## src/rtl/prio_irq_pkg.sv

```systemverilog
// rtl/prio_irq_pkg.sv - shared constants and helpers for the priority interrupt encoder
// Contents: DEFAULT_N, DEFAULT_LOST_W, clog2_min1() (index width, never below 1 bit).
package prio_irq_pkg;

  localparam int DEFAULT_N      = 9;
  localparam int DEFAULT_LOST_W = 8;

  // A 2-line encoder still needs one index bit.
  function automatic int clog2_min1(input int n);
    return (n <= 2) ? 1 : $clog2(n);
  endfunction

endpackage

```

## src/rtl/prio_irq_encoder_if.sv

```systemverilog
// rtl/prio_irq_encoder_if.sv - valid/ready index handshake between encoder and consumer
// Signals: valid (index presented), ready (consumer accepts), idx (encoded index),
//          idx_n (bitwise inverse of idx).
// Modports: master = encoder side, slave = consumer side.
interface prio_irq_encoder_if
  import prio_irq_pkg::*;
#(
  parameter int IDX_W = clog2_min1(DEFAULT_N)
);

  logic             valid;
  logic             ready;
  logic [IDX_W-1:0] idx;
  logic [IDX_W-1:0] idx_n;

  modport master (output valid, output idx, output idx_n, input ready);
  modport slave  (input valid, input idx, input idx_n, output ready);

endinterface

```

## src/rtl/prio_irq_encoder_pick.sv

```systemverilog
// rtl/prio_irq_encoder_pick.sv - combinational descending search with wraparound
// Ports: vec   in  N      candidate lines
//        start in  IDX_W  first index examined; search descends and wraps N-1 after 0
//        any   out 1      at least one candidate present
//        sel   out IDX_W  first candidate found
module prio_pick
  import prio_irq_pkg::*;
#(
  parameter  int N     = DEFAULT_N,
  localparam int IDX_W = clog2_min1(N)
) (
  input  logic [N-1:0]     vec,
  input  logic [IDX_W-1:0] start,
  output logic             any,
  output logic [IDX_W-1:0] sel
);

  // Walk from the lowest priority position up to start so the last hit
  // written is the one closest to start.
  always_comb begin : search
    int               j;
    logic [IDX_W-1:0] pos;
    any = 1'b0;
    sel = '0;
    j   = 0;
    pos = '0;
    for (int i = N - 1; i >= 0; i--) begin
      j = int'(start) - i;
      if (j < 0) j = j + N;
      pos = IDX_W'(j);
      if (vec[pos]) begin
        any = 1'b1;
        sel = pos;
      end
    end
  end

endmodule

```

## src/rtl/prio_irq_encoder.sv

```systemverilog
// rtl/prio_irq_encoder.sv - registered N-line active-low priority encoder with sticky pending
// Ports: clk      in  1       rising-edge clock
//        rst_n    in  1       asynchronous active-low reset
//        req_n    in  N       active-low request lines, falling edge raises a request
//        mask     in  N       1 = line not selectable, pending still captured
//        bus      master      valid/ready/idx/idx_n handshake
//        pending  out N       sticky pending vector
//        lost_cnt out LOST_W  saturating count of edges on already-pending lines
// Option: PRIO_IRQ_ENCODER_RR_EN selects rotating priority instead of fixed (N-1 highest).
module prio_irq_encoder
  import prio_irq_pkg::*;
#(
  parameter  int N      = DEFAULT_N,
  parameter  int LOST_W = DEFAULT_LOST_W,
  localparam int IDX_W  = clog2_min1(N)
) (
  input  logic                clk,
  input  logic                rst_n,
  input  logic [N-1:0]        req_n,
  input  logic [N-1:0]        mask,
  prio_irq_encoder_if.master  bus,
  output logic [N-1:0]        pending,
  output logic [LOST_W-1:0]   lost_cnt
);

  logic [N-1:0]     req_q;
  logic [N-1:0]     fall;
  logic [N-1:0]     clr;
  logic [N-1:0]     elig;
  logic [N-1:0]     pend_nxt;
  logic             hs;
  logic             lost_any;
  logic             load;
  logic             pick_any;
  logic [IDX_W-1:0] pick_sel;
  logic [IDX_W-1:0] start;
  logic             valid_q;
  logic [IDX_W-1:0] idx_q;

  assign hs       = valid_q & bus.ready;
  assign fall     = req_q & ~req_n;
  assign clr      = hs ? (N'(1) << idx_q) : '0;
  // A new edge on the line being granted re-pends it (set beats clear).
  assign pend_nxt = (pending & ~clr) | fall;
  assign lost_any = |(fall & pending & ~clr);
  // The line handed over this cycle must not be picked again.
  assign elig     = pending & ~mask & ~clr;
  assign load     = ~valid_q | hs;

`ifdef PRIO_IRQ_ENCODER_RR_EN
  logic [IDX_W-1:0] ptr;

  assign start = ptr;

  always_ff @(posedge clk or negedge rst_n) begin
    if (!rst_n) begin
      ptr <= IDX_W'(N - 1);
    end else if (load && pick_any) begin
      ptr <= (pick_sel == '0) ? IDX_W'(N - 1) : pick_sel - IDX_W'(1);
    end
  end
`else
  assign start = IDX_W'(N - 1);
`endif

  prio_pick #(.N(N)) u_pick (
    .vec   (elig),
    .start (start),
    .any   (pick_any),
    .sel   (pick_sel)
  );

  always_ff @(posedge clk or negedge rst_n) begin
    if (!rst_n) begin
      req_q    <= '1;
      pending  <= '0;
      valid_q  <= 1'b0;
      idx_q    <= '0;
      lost_cnt <= '0;
    end else begin
      req_q   <= req_n;
      pending <= pend_nxt;
      if (load) begin
        valid_q <= pick_any;
        if (pick_any) idx_q <= pick_sel;
      end
      if (lost_any && (lost_cnt != '1)) lost_cnt <= lost_cnt + LOST_W'(1);
    end
  end

  assign bus.valid = valid_q;
  assign bus.idx   = idx_q;
  assign bus.idx_n = ~idx_q;

endmodule

```

## src/flat_wrapper.sv

```systemverilog
// flat-port wrapper written by rule: the top's interface ports become plain ports
module prio_irq_encoder_flat import prio_irq_pkg::*;
#(
  parameter  int N      = DEFAULT_N,
  parameter  int LOST_W = DEFAULT_LOST_W,
  localparam int IDX_W  = clog2_min1(N)
)
  (clk, rst_n, req_n, mask, pending, lost_cnt, bus_valid, bus_idx, bus_idx_n, bus_ready);
  prio_irq_encoder_if #(.IDX_W((4))) bus_i ();
  input  logic clk;
  input  logic rst_n;
  input  logic [N-1:0] req_n;
  input  logic [N-1:0] mask;
  output logic [N-1:0] pending;
  output logic [LOST_W-1:0] lost_cnt;
  output wire logic [$bits(bus_i.valid)-1:0] bus_valid;
  output wire logic [$bits(bus_i.idx)-1:0] bus_idx;
  output wire logic [$bits(bus_i.idx_n)-1:0] bus_idx_n;
  input wire logic [$bits(bus_i.ready)-1:0] bus_ready;
  assign bus_valid = bus_i.valid;
  assign bus_idx = bus_i.idx;
  assign bus_idx_n = bus_i.idx_n;
  assign bus_i.ready = bus_ready;
  prio_irq_encoder #(.N(N), .LOST_W(LOST_W)) u_core (.clk(clk), .rst_n(rst_n), .req_n(req_n), .mask(mask), .bus(bus_i), .pending(pending), .lost_cnt(lost_cnt));
endmodule
```

## config.mk

```make
export PLATFORM = sky130hd
export DESIGN_NAME = prio_irq_encoder_flat
export DESIGN_NICKNAME = d
export VERILOG_FILES = /design/src/rtl/prio_irq_pkg.sv /design/src/rtl/prio_irq_encoder_if.sv /design/src/rtl/prio_irq_encoder_pick.sv /design/src/rtl/prio_irq_encoder.sv /design/src/flat_wrapper.sv
export SDC_FILE = /design/constraint.sdc
export NUM_CORES = 1
export LEC_CHECK = 0
export BUFFER_PORTS_ARGS = -buffer_cell sky130_fd_sc_hd__buf_2
export CAP_MARGIN = 10
export CORE_MARGIN = 5
export CORE_UTILIZATION = 45
export CTS_BUF_LIST = sky130_fd_sc_hd__clkbuf_16
export DETAILED_ROUTE_END_ITERATION = 16
export PLACE_DENSITY = 0.72
export SLEW_MARGIN = 5
export SYNTH_ARGS = -nofsm -noshare
export SYNTH_HDL_FRONTEND = slang
export SYNTH_SLANG_ARGS = --single-unit
export TNS_END_PERCENT = 10
```

## constraint.sdc

```tcl
create_clock -name clk -period 2.9 [get_ports clk]
set_clock_uncertainty 0.1 [all_clocks]
set_input_delay 0.29 -clock clk [delete_from_list [all_inputs] [get_ports clk]]
set_output_delay 0.29 -clock clk [all_outputs]
set_load 0.01 [all_outputs]
```

==> results, run 1 <==
- TritonCTS built the clock tree.
- The TritonCTS sink count is 31.
- For the pin with the worst max-slew slack, the measured transition is between 0.6 and 0.7 ns.
- Summing all non-filler instances in the final layout gives an area of between 1500 and 2000 um2.
- When the netlist entered floorplanning its net count stood at about 160.
- After synthesis, the most frequently instantiated cells are 22 x sky130_fd_sc_hd__dfrtp_1, 19 x sky130_fd_sc_hd__inv_1, 11 x sky130_fd_sc_hd__o21ai_0, 9 x sky130_fd_sc_hd__dfstp_2, 8 x sky130_fd_sc_hd__nand2_1.
- The number of buffers added by the clock tree synthesis step is 5.
- The estimated wirelength of the detail-placed design is between 2 and 3 mm.
- The total of buffers placed on input and output ports is 46.
- The overall overflow remaining after global route is 0.
- The netlist uses 34 different library cells.
- The count of antenna-violating nets left after detailed routing is 0.
- The critical path startpoint is u_core.bus.idx[2]$_DFFE_PN0P_.
- The main flop type after synthesis is sky130_fd_sc_hd__dfrtp_1.
- The final-layout fill cell count is 289.
- The count of cells along the worst hold path is 1.
- The final RePlAce weighted congestion is between 0.9 and 1.
- The wire length of the first global-routing pass is around 5.7 mm.
- After synthesis the cells add up to approximately 1500 um2.
- The top cell type by area accounts for 37.2% of the synthesized area.
- Setup violations remaining at the end of the flow were counted as 0.
- By area the synthesized netlist is led by sky130_fd_sc_hd__dfrtp_1 37%, sky130_fd_sc_hd__dfstp_2 16%, sky130_fd_sc_hd__inv_1 4.8%, sky130_fd_sc_hd__o2111ai_1 4.1%, sky130_fd_sc_hd__mux2_1 3.8%.
- In this run the standard cell core region covers 3100 um2.
- The reported max-cap violation count is 0.
- The final worst-path cycle share is 84.2%.
- The most frequently used cell type in the post-synthesis netlist is sky130_fd_sc_hd__dfrtp_1.
- Data on the critical path arrives at its endpoint at 2.50 ns.
- The initial core utilization is 47.7%.
- The total routed wirelength is roughly 3.5 mm.
- The count of state elements after synthesis is 31.
- The slack of the worst reg-to-reg path is 0.46 ns.
- The worst ir drop on vdd is between 500 and 600 uV.
- The net count of the finished layout is roughly 210.
- The nature of the critical path endpoint is a flip-flop.
- The floorplan step set the die width to 67.4 um.
- The worst setup path is of the flip-flop to flip-flop kind.
- The later pin in the worst-skew pair is clocked with a latency of 0.27 ns.
- The tightest min-delay check is of the primary input to flip-flop type.
- The flow ran to the end, and the final reports show no timing, DRC or antenna violations.
- The routed length on met3 is 208 um.
- The growth of design area from synthesis to finish is 29.1%.
- The die covers 4540 um2.
- Measured in cells, the most critical reg-to-reg path has a length of 6.
- In this run, the number of DRC markers left after iteration 0 of detailed routing was between 50 and 60.
- The total count of hold-check failures in the final report came to 0.
- After synthesis, flip-flops and latches occupy 53.1% of the total area.
- The maximum number of pins on one net before global-route repair is 32.
- The post-route setup TNS is 0 ns.
- The H-tree was split into 2 levels.
- The max-slew violation total from the final report was 0.
- The clock-pin transition on the worst setup and hold timing paths is approximately 0.05 ns.
- The cell sitting at the root of the clock tree is a sky130_fd_sc_hd__clkbuf_16.
- The number of warnings reported in the yosys synthesis log is 0.
- In this run the worst path has a maximum fanout of 8.
- Each instance of the synthesized netlist takes up on average around 11 um2.
- Measured against its own limit, the worst slew margin works out to a little under three fifths.
- Summed over all cells, the static leakage comes to approximately 0.87 nW.
- The worst register-to-register path ends at u_core.bus.idx[3]$_DFFE_PN0P_.
- Summing all placed instances gives a cell area of 1760 um2.
- The first-pass iteration count of the detailed router is 4.
- The clock passes through at most 2 buffers.
- In this run, post-CTS repair resized a total of 0 instances.
- The via count of the first global-routing pass came to about 1300.
- The per-cell via count in the routed design is 5.18.
- The routed design uses roughly 1.7 mm of met2 wire.
- In the final routing, the length of wire on met1 measures roughly 1.6 mm.
- For hold timing, the worst endpoint is u_core.req_q[8]$_DFF_PN1_.
- The share of synthesized registers carrying an async set or reset is 100%.
- The power density relative to cell area is approximately 880 nW/um2.
- The time the final worst path needs with I/O delays and setup is roughly 2.4 ns.
- Static timing analysis puts the maximum clock frequency at roughly 0.41 GHz.
- The biggest area consumer among synthesized cells is sky130_fd_sc_hd__dfrtp_1.
- The source of the worst register-to-register timing path is u_core.bus.idx[2]$_DFFE_PN0P_.
- The highest signal layer in the routed design is met4.
- The data required time of the worst path is a little under 3 ns.
- Setup repair after global routing left no endpoint under its margin.
- Of the cells placed in the final design, the portion with a size suffix greater than 1 is 35.3%.
- The number of vias in the routed layout is between 1000 and 1500.
- The type of origin of the critical path is a flip-flop.
- The number of remaining DRC errors is 0.
- Across every metal layer, demand over resource in global routing totals between 10% and 20%.
- The number of antenna violations at the first check in global routing is 0.
- After technology mapping, the gate count stands at ~140.
- The wire length per cell after detailed routing is about 15 um.
- The floorplan has 20 rows.
- At the end of the flow the core is filled with cells to about 60%.
- In this run, synthesis inferred 0 flip-flops with an integrated enable.
- The startpoint of the most critical hold path is req_n[8].
- The number of antenna cells inserted is 0.
- The vertical die dimension is a little under 70 um.
- For this design the top-level I/O count stands at between 40 and 50.
==> layout by cell type, fill, tap and decap left out, types with 2 or more instances in the layout <==
| cell | Yosys | routed |
|---|---|---|
| sky130_fd_sc_hd__clkinv_1 | 0 | 2 |
| sky130_fd_sc_hd__nand4_1 | 4 | 4 |
| sky130_fd_sc_hd__o21ai_0 | 11 | 11 |
| sky130_fd_sc_hd__a31oi_1 | 2 | 2 |
| sky130_fd_sc_hd__clkbuf_16 | 0 | 5 |
| sky130_fd_sc_hd__buf_2 | 1 | 46 |
| sky130_fd_sc_hd__nand2_1 | 8 | 8 |
| sky130_fd_sc_hd__nor2_1 | 4 | 4 |
| sky130_fd_sc_hd__nand2b_1 | 5 | 5 |
| sky130_fd_sc_hd__o2111ai_1 | 7 | 7 |
| sky130_fd_sc_hd__o21ai_1 | 5 | 5 |
| sky130_fd_sc_hd__xnor2_1 | 5 | 5 |
| sky130_fd_sc_hd__and3_1 | 3 | 3 |
| sky130_fd_sc_hd__nand3_1 | 2 | 2 |
| sky130_fd_sc_hd__o21ai_2 | 2 | 2 |
| sky130_fd_sc_hd__o211ai_1 | 2 | 2 |
| sky130_fd_sc_hd__mux2_1 | 5 | 5 |
| sky130_fd_sc_hd__o22ai_1 | 3 | 3 |
| sky130_fd_sc_hd__dfstp_2 | 9 | 9 |
| sky130_fd_sc_hd__nor2b_1 | 3 | 3 |
| sky130_fd_sc_hd__inv_1 | 19 | 19 |
| sky130_fd_sc_hd__dfrtp_1 | 22 | 22 |
==> cell type report <==
type                            instances  area, um2  area share (%)
Clock inverter                          3       15.0           0.785
Inverter                               19       71.3            3.73
Tap cell                               44       55.1            2.88
Timing Repair Buffer                   47        240            12.6
Clock buffer                            5        125            6.54
Sequential cell                        31        787            41.2
Multi-Input combinational cell         85        618            32.3
==> cell families (layout without fill, tap and decap cells) <==
group                    Yosys count  after routing  synth area share, %
AO/OA/AOI/OAI                     39             39                 19.2
AND/OR/NAND/NOR                   33             33                 13.7
flip-flops                        31             31                 53.1
buffers and inverters             20             74                 5.15
XOR/XNOR                           6              6                 3.55
multiplexers                       6              6                 4.48
adder cells (fa/ha/maj)            1              1                0.844
==> state kept, by name, indices dropped and copies added, names as in the netlist <==
signal,count
u_core.req_q,9
u_core.pending,9
u_core.bus.idx,4
u_core.bus.valid,1
u_core.lost_cnt,8
==> repair_timing <==
item / in CTS / in global routing
endpoints found under the hold margin: 22 / 0
endpoints found under the setup margin: 0 / 0
setup buffers: 0 / 0
hold buffers: 1 / 0
==> per-layer routing <==
layer / global-route usage [%] / up-vias
met2: 27.9 / 35
met1: 21.7 / 578
li1: - / 594
met5: 0 / -
met4: 6.84 / 0
met3: 6.16 / 5
==> where the power goes <==
group          switching [mW]  internal [mW]
combinational           0.297          0.236
clock                   0.180          0.311
sequential              0.119          0.547
==> worst max path at each step <==
stage / end / cells after the start
final: u_core.bus.idx[3]$_DFFE_PN0P_ / 6
after CTS: u_core.bus.idx[3]$_DFFE_PN0P_ / 6
after global routing: u_core.bus.idx[0]$_DFFE_PN0P_ / 6
after detailed placement: u_core.bus.idx[2]$_DFFE_PN0P_ / 6
after global placement: u_core.bus.idx[3]$_DFFE_PN0P_ / 6
after floorplan: u_core.bus.idx[0]$_DFFE_PN0P_ / 7
==> per-stage QoR <==
stage	instances	hold slack, ns	setup slack [ns]	total power [mW]
after floorplan	136	-0.106	0.792	0.983
after global placement	225	0.254	0.641	1.19
after detailed placement	225	0.270	0.493	1.21
after CTS	234	0.0184	0.490	1.70
after global routing	234	0.0173	0.278	1.80
final	234	0.0195	0.458	1.69
==> worst max-delay path, cell delays in order (launching register included) <==
cell and delay (ns):
sky130_fd_sc_hd__dfrtp_1 0.48, sky130_fd_sc_hd__nand4bb_1 0.42, sky130_fd_sc_hd__o21ai_1 0.32, sky130_fd_sc_hd__o22ai_1 0.15, sky130_fd_sc_hd__nor4_2 0.39, sky130_fd_sc_hd__a21oi_2 0.12
sky130_fd_sc_hd__mux2_1 0.34
Note: power is estimated with default switching activity, not from simulation.
==> run 2: changes to the inputs <==
Clock period 2.9 ns to 2.34 ns, I/O delays scaled along.
==> run 2 against run 1 <==
Effect of this change: design area rose by 7.5%; global-route usage is essentially flat; combinational power grew 41%; count of clock-buffer cells in the layout unchanged; final cell count up 5.6%; utilization grew 4.6 points; flip-flop and latch count did not move; clock power rose by 20%; critical endpoint unchanged; largest power group unchanged.
==> results, run 2 (synthesis results as in run 1) <==
- The run finished with clean final reports.
- The largest fanout of any net on the critical path is 5.
- The fraction of final layout cells sized beyond drive strength 1 is between 30% and 40%.
- Counting the fill cells in the layout gives 270.
- The number of vias in the routed layout is roughly 1300.
- The worst hold path belongs to the class primary input to flip-flop.
- For this design the static power due to leakage is approximately 0.95 nW.
- The number of core rows is 20.
- The total count of hold-check failures in the final report is 0.
- The wire length per cell after detailed routing is 14.7 um.
- Summing all multi-input logic gate instances after layout gives approximately 640 um2.
- The number of nets in the layout is between 200 and 250.
- In the global route stage, overall resource usage came out at ~17%.
- For this run, the number of standard cells in the final layout without fillers is about 250.
- The tree is rooted in a sky130_fd_sc_hd__clkbuf_16.
- The total area inside the core boundary comes to between 3000 and 4000 um2.
- After routing, the total negative slack on setup checks comes to 0 ns.
- STA puts the critical path data required time at 2.39 ns.
- For this design the top-level I/O count stands at 47.
- The highest attainable clock frequency is ~0.44 GHz.
- From synthesis to final layout, the design area changed by 38.7%.
- The design draws between 2 and 2.5 mW.
- The number of buffers between clock root and the deepest sink is 2.
- The worst setup path is captured at a flip-flop.
- The number of antenna cells inserted is 0.
- The worst-case hold slack is 0.160 ns.
- The total routed wirelength is 3.64 mm.
- The largest registers in the layout are u_core.pending x9, u_core.req_q x9, u_core.lost_cnt x8.
- TritonCTS created 5 clock buffers.
- Per report_power, the combinational group accounts for roughly a third of the total.
- The maximum number of pins on one net before global-route repair is 32.
- The clock tree synthesis step divided the H-tree into 2 levels.
- The type of the worst setup path is flip-flop to flip-flop.
- Cells fill between 60% and 70% of the core in the end.
- The measured slew at the worst slew-check pin is about 0.68 ns.
- Across the VDD grid, the largest voltage drop is about 580 uV.
- During placement, the flow inserted port buffers numbering 46.
- Clock latency on the worst-skew pair, taken at its later pin, is 0.27 ns.
- The die is 67.4 um wide.
- Max-cap violations in this run came to 0.
- In this run the remaining antenna-violating nets after routing total 0.
- The via count of the first global-routing pass came to around 1300.
- The time the final worst path needs with I/O delays and setup is between 2 and 2.5 ns.
- The initial utilization of the core area, before any placement, comes to ~48%.
- Setup violations remaining at the end of the flow were counted as 0.
- The design internal power is about 1.4 mW.
- The clock network fraction of total power is a little over a quarter.
- The type of origin of the critical path is a flip-flop.
- The overall overflow remaining after global route is 0.
- Detailed placement finished with a half-perimeter wire length of between 2 and 3 mm.
- The number of remaining DRC errors is 0.
- TritonCTS built the clock tree.
- Sequential cells burn 38.0% of the power.
- The first detailed-routing pass ran for 4 iterations.
- The worst slew slack as a fraction of its limit is 54.9%.
- In the layout the commonest cells are 46 x sky130_fd_sc_hd__buf_2, 21 x sky130_fd_sc_hd__inv_1, 20 x sky130_fd_sc_hd__dfrtp_1, 10 x sky130_fd_sc_hd__o21ai_0, 10 x sky130_fd_sc_hd__dlygate4sd3_1.
- Counting tap cells, the placed design contains a total of between 200 and 250 instances.
- The clock-pin transition on the worst setup and hold timing paths is around 0.050 ns.
- Registers take between 700 and 800 um2.
- The overall die area is ~4500 um2.
- The data arrival time of the critical path is around 2.3 ns.
- The per-cell via count in the routed design is around 5.3.
- Dividing total power by cell area gives a power density of 1050 nW/um2.
- The fraction of power spent switching nets is roughly a third.
- Dividing the final minimum period by the clock period gives about 97%.
- The net switching power of the design is 0.755 mW.
- The TritonCTS sink count is 31.
- The max-slew violation total from the final report was 0.
- Setup repair after global routing could not meet its margin everywhere.
- The initial detailed-routing violation count is 58.
- The most common cell after layout, fill and taps aside is sky130_fd_sc_hd__buf_2.
- The wire length of the first global-routing pass is 5.79 mm.
- The number of antenna violations at the first check in global routing came to 0.
- The congestion estimate from routability-driven global placement came to slightly above 0.9.
- The vertical die dimension is around 67 um.
## run 2: cell types whose count changed in the layout (fill, tap and decap cells not counted), sizes merged
cell / delta
inv: +2
dlygate4sd3: +9
clkinvlp: -1
clkinv: -1
buf: +4
## run 2: final cells by class
class	instances	share of cell area (%)
clock buffers	5	6.09
clock inverters	3	0.609
inverters	19	3.47
multi-input cells	85	31.2
flip-flops and latches	31	38.4
well taps	44	2.68
repair buffers	60	17.5
## run 2: power groups by stage
stage               Clock (mW)  Combinational, mW  Sequential [mW]
floorplan                    0              0.351            0.868
global placement             0              0.671            0.809
detailed placement           0              0.687            0.820
CTS                      0.603              0.714            0.817
global route             0.626              0.828            0.845
finish                   0.591              0.751            0.822
## run 2: repair_timing
action	in CTS	in global routing
cloned	0	0
endpoints found under the hold margin	31	0
resized for setup	1	7
endpoints found under the setup margin	4	5
buffers inserted	0	3
hold buffers	10	0
pin swaps	0	4
## run 2: critical path: stages, from the launching register on
cell	delay [ns]
sky130_fd_sc_hd__dfrtp_2	0.42
sky130_fd_sc_hd__or2_4	0.28
sky130_fd_sc_hd__o41ai_4	0.40
sky130_fd_sc_hd__o22ai_1	0.14
sky130_fd_sc_hd__nor4_2	0.36
sky130_fd_sc_hd__a21oi_2	0.11
sky130_fd_sc_hd__mux2_1	0.34
## run 2: stage by stage
stage,setup slack (ns),instance area [um2]
final,0.0596,2050
after global routing,-0.0842,2050
after CTS,0.0237,2010
after detailed placement,0.00784,1770
after global placement,0.144,1770
after floorplan,0.232,1480
## run 2: worst paths after layout
kind,startpoint,end,slack [ns],cells past startpoint
min,bus_ready,u_core.bus.valid$_DFFE_PN0N_,0.16,2
max,u_core.bus.idx[1]$_DFFE_PN0P_,u_core.bus.idx[3]$_DFFE_PN0P_,0.06,6
min reg2reg,u_core.lost_cnt[5]$_DFFE_PN0P_,u_core.lost_cnt[5]$_DFFE_PN0P_,0.39,1
max reg2reg,u_core.bus.idx[1]$_DFFE_PN0P_,u_core.bus.idx[3]$_DFFE_PN0P_,0.06,6
min in group asynchronous,rst_n,u_core.pending[3]$_DFF_PN0_,0.45,2
max in group asynchronous,rst_n,u_core.bus.idx[1]$_DFFE_PN0P_,1.21,2
## run 2: routing by layer
layer / global-route usage (%) / up-vias / part of all wire (%)
met1: 22.0 / 625 / 43
met3: 4.49 / 13 / 4.9
met5: 0 / - / 0
met2: 27.0 / 39 / 49
met4: 10.1 / 0 / 3.4
li1: - / 621 / -
